`src/rtl/wb_regfile_pkg.sv`:
```
// Shared Y86 writeback definitions: register ids, status codes and the status FSM encoding.
package wb_regfile_pkg;

  localparam int WORD_W = 32;
  localparam int BYTE_W = 8;
  localparam int STAT_W = 4;

  localparam logic [BYTE_W-1:0] REAX  = 8'h00;
  localparam logic [BYTE_W-1:0] RECX  = 8'h01;
  localparam logic [BYTE_W-1:0] REDX  = 8'h02;
  localparam logic [BYTE_W-1:0] REBX  = 8'h03;
  localparam logic [BYTE_W-1:0] RESP  = 8'h04;
  localparam logic [BYTE_W-1:0] REBP  = 8'h05;
  localparam logic [BYTE_W-1:0] RESI  = 8'h06;
  localparam logic [BYTE_W-1:0] REDI  = 8'h07;
  localparam logic [BYTE_W-1:0] RNONE = 8'h0F;

  localparam logic [STAT_W-1:0] SBUB = 4'd0;
  localparam logic [STAT_W-1:0] SAOK = 4'd1;
  localparam logic [STAT_W-1:0] SHLT = 4'd2;
  localparam logic [STAT_W-1:0] SADR = 4'd3;
  localparam logic [STAT_W-1:0] SINS = 4'd4;

  typedef enum logic {
    ST_RUN  = 1'b0,
    ST_STOP = 1'b1
  } wb_state_e;

  // Any stat that is neither bubble nor AOK stops the machine; unknown codes report as SINS.
  function automatic logic [STAT_W-1:0] fault_code(input logic [STAT_W-1:0] s);
    if (s == SHLT || s == SADR || s == SINS) return s;
    return SINS;
  endfunction

endpackage

```
`src/rtl/wb_status.sv`:
```
// Writeback status tracker: RUN/STOP FSM, architectural status latch and saturating retire counter.
module wb_status
  import wb_regfile_pkg::*;
#(
  parameter int CNT_W = 32
) (
  input  logic              clk,
  input  logic              rst,
  input  logic [STAT_W-1:0] wb_stat,
  output logic              commit_en,
  output logic [STAT_W-1:0] cpu_stat,
  output logic [CNT_W-1:0]  retired,
  output wb_state_e         state
);

  wb_state_e         state_q, state_d;
  logic [STAT_W-1:0] stat_q, stat_d;
  logic [CNT_W-1:0]  ret_q, ret_d;

  always_ff @(posedge clk) begin
    if (rst) begin
      state_q <= ST_RUN;
      stat_q  <= SAOK;
      ret_q   <= '0;
    end else begin
      state_q <= state_d;
      stat_q  <= stat_d;
      ret_q   <= ret_d;
    end
  end

  always_comb begin
    state_d = state_q;
    stat_d  = stat_q;
    ret_d   = ret_q;
    unique case (state_q)
      ST_RUN: begin
        if (wb_stat == SAOK) begin
          if (ret_q != '1) ret_d = ret_q + 1'b1;
        end else if (wb_stat != SBUB) begin
          stat_d  = fault_code(wb_stat);
          state_d = ST_STOP;
        end
      end
      ST_STOP: begin
        // Frozen until reset.
        state_d = ST_STOP;
      end
      default: state_d = ST_STOP;
    endcase
  end

  assign commit_en = (state_q == ST_RUN) && (wb_stat == SAOK);
  assign cpu_stat  = stat_q;
  assign retired   = ret_q;
  assign state     = state_q;

endmodule

```
`src/rtl/wb_regfile.sv`:
```
// Y86 writeback register file: two write ports (M beats E), two bypassed combinational read ports.
module wb_regfile
  import wb_regfile_pkg::*;
#(
  parameter int NREGS = 8,
  parameter int CNT_W = 32
) (
  input  logic              clk,
  input  logic              rst,
  input  logic [WORD_W-1:0] wb_valE,
  input  logic [WORD_W-1:0] wb_valM,
  input  logic [BYTE_W-1:0] wb_dstE,
  input  logic [BYTE_W-1:0] wb_dstM,
  input  logic [STAT_W-1:0] wb_stat,
  input  logic [BYTE_W-1:0] d_srcA,
  input  logic [BYTE_W-1:0] d_srcB,
  output logic [WORD_W-1:0] d_rvalA,
  output logic [WORD_W-1:0] d_rvalB,
  output logic [STAT_W-1:0] cpu_stat,
  output logic              halted,
  output logic [CNT_W-1:0]  retired
);

  localparam int IDX_W = (NREGS > 1) ? $clog2(NREGS) : 1;

  logic [WORD_W-1:0] regs [NREGS];
  logic              commit_en;
  logic              we_e, we_m;
  wb_state_e         status_state;

  wb_status #(.CNT_W(CNT_W)) u_status (
    .clk       (clk),
    .rst       (rst),
    .wb_stat   (wb_stat),
    .commit_en (commit_en),
    .cpu_stat  (cpu_stat),
    .retired   (retired),
    .state     (status_state)
  );

  assign halted = (status_state == ST_STOP);

  function automatic logic id_ok(input logic [BYTE_W-1:0] id);
    return {{(32-BYTE_W){1'b0}}, id} < 32'(NREGS);
  endfunction

  assign we_e = commit_en && id_ok(wb_dstE);
  assign we_m = commit_en && id_ok(wb_dstM);

  // M is written after E so a shared destination ends up holding valM.
  always_ff @(posedge clk) begin
    if (rst) begin
      for (int i = 0; i < NREGS; i++) regs[i] <= '0;
    end else begin
      if (we_e) regs[wb_dstE[IDX_W-1:0]] <= wb_valE;
      if (we_m) regs[wb_dstM[IDX_W-1:0]] <= wb_valM;
    end
  end

  // Same-cycle writes are forwarded so decode never needs its own writeback bypass.
  function automatic logic [WORD_W-1:0] read_port(input logic [BYTE_W-1:0] src);
    if (rst || !id_ok(src))          return '0;
    if (we_m && (wb_dstM == src))    return wb_valM;
    if (we_e && (wb_dstE == src))    return wb_valE;
    return regs[src[IDX_W-1:0]];
  endfunction

  always_comb begin
    d_rvalA = read_port(d_srcA);
    d_rvalB = read_port(d_srcB);
  end

endmodule

```
`config.mk`:
```
export PLATFORM = sky130hd
export DESIGN_NAME = wb_regfile
export DESIGN_NICKNAME = d
export VERILOG_FILES = /design/src/rtl/wb_regfile_pkg.sv /design/src/rtl/wb_status.sv /design/src/rtl/wb_regfile.sv
export SDC_FILE = /design/constraint.sdc
export NUM_CORES = 1
export LEC_CHECK = 0
export CAP_MARGIN = 25
export CORE_ASPECT_RATIO = 0.5
export CORE_MARGIN = 1
export CORE_UTILIZATION = 35
export CTS_CLUSTER_SIZE = 28
export DETAILED_ROUTE_END_ITERATION = 6
export GPL_ROUTABILITY_DRIVEN = 0
export PLACE_DENSITY = 0.65
export RECOVER_POWER = 50
export SYNTH_ARGS = -nofsm -noshare
export SYNTH_HDL_FRONTEND = slang
export SYNTH_HIERARCHICAL = 1
export SYNTH_SLANG_ARGS = --single-unit
```
`constraint.sdc`:
```
create_clock -name clk -period 10 [get_ports clk]
set_clock_uncertainty 0.2 [all_clocks]
set_input_delay 1.5 -clock clk [delete_from_list [all_inputs] [get_ports clk]]
set_output_delay 1.5 -clock clk [all_outputs]
set_load 0.05 [all_outputs]
```
**Yosys cells after proc, flatten, opt, wreduce, memory -nomap -nowiden**

Memories as Yosys holds them, arrays and structs flattened.
Cells that the tools add are included.

- Flip-flop bits (word level): 37
- Memory bits (writable): 256
- Bits of input ports: 102
- Output and inout bits: 101
- Word-level logic and storage cells: 85
- Memories: 1

Memories:

| name | words | bits a word | read ports | clocked after Yosys merged registers in | wr ports | line | text |
|---|---|---|---|---|---|---|---|
| regs | 8 | 32 | 2 | 0 | 8 | wb_regfile.sv:26 | `logic [WORD_W-1:0] regs [NREGS];` |

- Add/subtract/negate cells: 1
- Magnitude comparators: 4
- Equal/unequal tests: 9
- Muxes and demuxes: 47
- Bitwise logic cells: 2
- Reductions and logical operators: 18

Operators by type and width:

| operator | number |
|---|---|
| 32-bit 2-to-1 mux | 14 |
| 32-bit OR reduction | 2 |
| 32-bit by 1-bit adder with 32-bit output (second input constant) | 1 |
| 8-bit equality test | 4 |
| 8-bit by 4-bit less-than comparator with 1-bit output (second input constant) | 4 |
| 32-bit inequality test (second input constant) | 1 |
| 1-bit 2-to-1 mux | 28 |
| 4-bit by 2-bit equality test with 1-bit output (second input constant) | 2 |
| 4-bit 2-to-1 mux | 2 |
| 1-bit logical AND | 7 |
| 3-bit 2-to-1 mux | 2 |
| 3-bit AND reduction | 2 |
| 4-bit by 1-bit equality test with 1-bit output (second input constant) | 1 |
| 4-bit by 3-bit equality test with 1-bit output (second input constant) | 1 |
| 1-bit logical OR | 4 |
| 4-bit nonzero test | 1 |
| 1-bit zero test | 2 |
| 1-bit NOT | 2 |
| 1-bit case mux with 2 select lines | 1 |

**Logic depth before layout (Yosys ltp)**

- Depth after elaboration: 11
- Gate-level depth with buffers: 11
- Depth with buffers taken out: 7

**By module**

Netlist, hierarchy kept.

Modules (own cells, without submodules):

| module | times used | cells an instance | area each (sq um) | seq. area each (sq um) |
|---|---|---|---|---|
| wb_regfile | 1 | 1,735 | 17,914.7 | 7,687.4 |
| wb_status | 1 | 215 | 1,789.2 | 740.7 |

**Least setup slack after synthesis**

OpenSTA, ideal clock, no wires.

- Path kind: input to output
- From: input port wb_stat[1]
- To: output port d_rvalA[0]
- Data arrival time: 4.789 ns
- Required time: 8.300 ns
- Slack: 3.511 ns
- Cell stages on the path: 11
- Buffers on the path: 4
- Path through: nor4_4 -> nand2_1 -> inv_1 -> or4b_1 -> buf_4 -> or4_4 -> buf_6 -> or3_1 -> buf_2 -> buf_6 -> a31oi_1

- Cells in the longest elaborated chain, start to end: 10
- Elaborated cells on any way between the ends: 16
- Classes of those cells: eq/ne (1); mux (10); reduce/logical (5)

RTL lines:

| what | line | text |
|---|---|---|
| from (decl) | wb_regfile.sv:14 | `input logic [STAT_W-1:0] wb_stat,` |
| 4-bit by 1-bit equality test with 1-bit output (*) | wb_status.sv:53 | `assign commit_en = (state_q == ST_RUN) && (wb_stat == SAOK);` |
| 1-bit logical AND (*) | wb_status.sv:53 |  |
| via commit_en | wb_regfile.sv:27 | `logic commit_en;` |
| 1-bit logical AND | wb_regfile.sv:47 | `assign we_e = commit_en && id_ok(wb_dstE);` |
| 1-bit logical AND | wb_regfile.sv:64 | `if (we_e && (wb_dstE == src)) return wb_valE;` |
| 1-bit 2-to-1 mux (2 in series) | wb_regfile.sv:64 |  |
| 1-bit 2-to-1 mux | wb_regfile.sv:63 | `if (we_m && (wb_dstM == src)) return wb_valM;` |
| 32-bit 2-to-1 mux | wb_regfile.sv:65 | `return regs[src[IDX_W-1:0]];` |
| 32-bit 2-to-1 mux (*) | wb_regfile.sv:64 |  |
| 32-bit 2-to-1 mux (*) | wb_regfile.sv:63 |  |
| to (decl) | wb_regfile.sv:17 | `output logic [WORD_W-1:0] d_rvalA,` |

The timed path passes the listed nets; every way through them passes the cells marked *. The select of a mux whose other input is x is not followed.

**Worst setup path in the final report**

- From: input port wb_stat[1]
- To: output port d_rvalB[17]

- Cells in the longest elaborated chain, start to end: 10
- Elaborated cells on any way between the ends: 16
- Classes of those cells: eq/ne (1); mux (10); reduce/logical (5)

RTL lines:

| what | line | text |
|---|---|---|
| 4-bit by 1-bit equality test with 1-bit output (*) | wb_status.sv:53 |  |
| 1-bit logical AND (*) | wb_status.sv:53 |  |
| via commit_en | wb_regfile.sv:27 |  |
| 1-bit logical AND | wb_regfile.sv:47 |  |
| 1-bit logical AND | wb_regfile.sv:64 |  |
| 1-bit 2-to-1 mux (2 in series) | wb_regfile.sv:64 |  |
| 1-bit 2-to-1 mux | wb_regfile.sv:63 |  |
| 32-bit 2-to-1 mux | wb_regfile.sv:65 |  |
| 32-bit 2-to-1 mux (*) | wb_regfile.sv:64 |  |
| 32-bit 2-to-1 mux (*) | wb_regfile.sv:63 |  |
| to (decl) | wb_regfile.sv:18 | `output logic [WORD_W-1:0] d_rvalB,` |

Marks and branches as above.

==> out/qor.yml <==
outcome:
  status: "complete, but fails checks"
  violations: "design-rule violations, max-capacitance violations, max-slew violations"
sta:
  hold_viol: 0
  timing.hold.ws_ns: 0.275
  period_minus_slack_ns: 8.91
  max_slew_margin_pct: -129
  setup_viol: 0
  worst_pin_slew_ns: 3.44
  max_freq_mhz: 112
  finalCritPeriodShare_pct: 89.1
  timing.setup.tns_ns: 0
  final_max_slew_viol_count: 570
  timing.final.ws_setup_ns: 1.09
  rsz0062_at_grt: "false"
power_and_ir_drop:
  leakagePower_uw: 0.00687
  combPwrFrac_pct: 14.4
  p_clk_share_pct: 39.4
  p_seq_share_pct: 46.2
  switching_share_pct: 26.1
  power.internal_uw: 2220
  p_switching_uw: 785
  ir_worst_vdd_mv: 0.0742
  powerDensity_mw_per_mm2: 130
flow_run:
  maxCapViolCount: 11
floorplan:
  core_region_area_mm2: 0.0556
  dieWidth_um: 338
  rows: 61
  dieArea_mm2: 0.0573
  die_y_um: 170
  start_util_pct: 35.5
  io_pins: 203
yosys:
  synth_mux_area_share_pct: 18.5
  yosysUniqueCellTypes: 49
  synth_top_area_share_pct: 39.0
  synthCells: 1950
  ys_seq_area_share_pct: 42.8
  async_reset_ff_share_pct: 0
  synth-compound-area-share_pct: 16.1
  synth_area_mm2: 0.0197
  synth_area_leaders: "edfxtp_1 (39%), mux4_2 (15%), nand2_1 (8.3%), o21ai_0 (5.6%), clkbuf_1 (3.9%)"
  synthSimpleGateAreaFrac_pct: 14.8
  avgSynthCellArea_um2: 10.1
  synth_top_family_by_area: "multiplexers"
  yosysTopAreaCell: "edfxtp_1"
  yosysWarningCount: 6
  synthAdderAreaFrac_pct: 0.0635
  synth_xor_area_share_pct: 2.04
  ys.flop_type: "edfxtp_1"
  synth.net_count: 2053
  synth_seq_cells: 293
  synth-edff-count: 256
routing:
  viasPerCell: 6.39
  vias: 17612
  route.detailed.drc: 4
  drtAntennaViolNets: 0
  wl_per_cell_um: 26.8
  drt-initial-drc-count: 2659
  firstDrtPassIters: 7
  drt_wl_total_um: 73900
grt:
  grt_pass1_vias: 16983
  grt_max_degree: 66
  grt.overflow.total: 0
  grt_antenna_before_repair: 2
  grt_pass1_wl_um: 108000
  grt_usage_pct: 25.3
critical_path:
  path_cells: "dlygate4sd3_1 > nor4_1 > nand2_1 > inv_1 > or4b_1 > or4_4 > or3_1 > buf_4 > a31oi_1 > clkdlybuf4s50_1"
  cp.arrival_ns: 7.21
  start_kind: "primary input"
  worstSetupEndpointType: "output port"
  worst_r2r_path_depth: 8
  required_ns: 8.30
  crit_path_top_delay_cell: "or4_4"
  critPathMaxFanout: 33
  slowest_delay_ns: 0.84
  worstSetupPathType: "in -> out"
clocking:
  cts-resized-gates: 0
  cts_hold_buf: 0
  cts_buffers: 34
  clock_path_buffers: 3
  cts_tree: "built"
  cts.reportedPaths.clkPinSlew_ns: 0.06
  cts_htree_levels: 2
  clk_latency_ns: 0.53
  clkSinkCount: 293
  clk_root_buffer_cell: "clkbuf_16"
  post-cts-setup-buffers: 0
placed_design:
  dp_slack_ns: 1.69
  dp_hpwl_um: 44400
  port_buffers: 202
  dp.cells: 2697
  placed_cell_area_mm2: 0.0222
finish:
  layout_commonest_cell: "nand2_1"
  area_growth_pct: 17.2
  layout.nets: 2080
  final_cell_mix: "nand2_1 (438), edfxtp_1 (256), o21ai_0 (222)"
  fillCellCount: 5235
  drive_gt1_share_pct: 15.8
  final_area_mm2: 0.0231
  final_cells: 2757
worst_hold_path:
  min_path_cells: 2
  min_path_type: "reg -> reg"
routing by layer:
layer | GRT usage [%] | share of wire [%] | up-vias
li1 | - | - | 7515
met1 | 31.0 | 36 | 8547
met2 | 42.3 | 48 | 1249
met3 | 4.96 | 10 | 301
met4 | 13.6 | 5.3 | 0
met5 | 0 | 0 | -
kinds of logic after synthesis:
group,after synthesis
simple gates,642
compound gates,496
flops,293
buf+inv,277
mux,195
xor+xnor,46
fa+ha+maj,1
path summary, 6_finish.rpt:
kind | startpoint | endpoint | slack (ns)
worst max-delay path | wb_stat[1] | d_rvalB[17] | 1.09
worst min register to register | u_status/cpu_stat[0]$_SDFFE_PP1P_ | u_status/cpu_stat[0]$_SDFFE_PP1P_ | 0.28
worst min-delay path | u_status/cpu_stat[0]$_SDFFE_PP1P_ | u_status/cpu_stat[0]$_SDFFE_PP1P_ | 0.28
worst max register to register | u_status/state$_SDFF_PP0_ | regs[7][13]$_DFFE_PP_ | 3.15
cells in the mapped netlist (29+ instances only):
library cell / n
nor2_1: 29
o21ai_0: 222
a31oi_1: 64
nand2_1: 438
clkbuf_1: 204
dfxtp_1: 37
o31ai_1: 67
mux2_2: 66
edfxtp_1: 256
o41ai_1: 64
buf_1: 40
mux4_2: 128
a22o_1: 45
xnor2_1: 34
nand4_1: 77
critical path: cells and delay by family:
| kind | cells | cell delay, ns |
|---|---|---|
| AND/OR/NAND/NOR | 5 | 3.37 |
| buffers and inverters | 4 | 2.12 |
| AO/OA/AOI/OAI | 1 | 0.18 |
area by class of cell:
type / instances / area [µm²] / share of cell area, %
multi-input combinational: 1380 / 10200 / 44.3
sequential: 293 / 8430 / 36.5
timing repair buffer: 256 / 2420 / 10.5
tap: 756 / 946 / 4.10
clock buffer: 47 / 910 / 3.94
clock inverter: 11 / 111 / 0.482
inverter: 12 / 45.0 / 0.195
antenna: 2 / 5.00 / 0.0217
metrics by stage:
step / utilization [%] / power (µW)
after global placement: 39.7 / 1830
final: 41.6 / 3010
after detailed placement: 40.0 / 1840
after floorplan: - / 1670
after global routing: 41.6 / 3080
after CTS: 41.8 / 3000
power groups by stage:
stage / registers, µW / clock network (µW) / logic (µW)
finish: 1390 / 1180 / 434
global placement: 1410 / 0 / 419
global route: 1390 / 1240 / 446
CTS: 1390 / 1190 / 427
floorplan: 1410 / 0 / 256
detailed placement: 1410 / 0 / 426
flip-flops by register name, indices dropped and copies added, names as in the netlist:
register and count:
regs 256, u_status/retired 32, u_status/cpu_stat 4, u_status/state 1
Note: power is estimated with default switching activity, not from simulation.
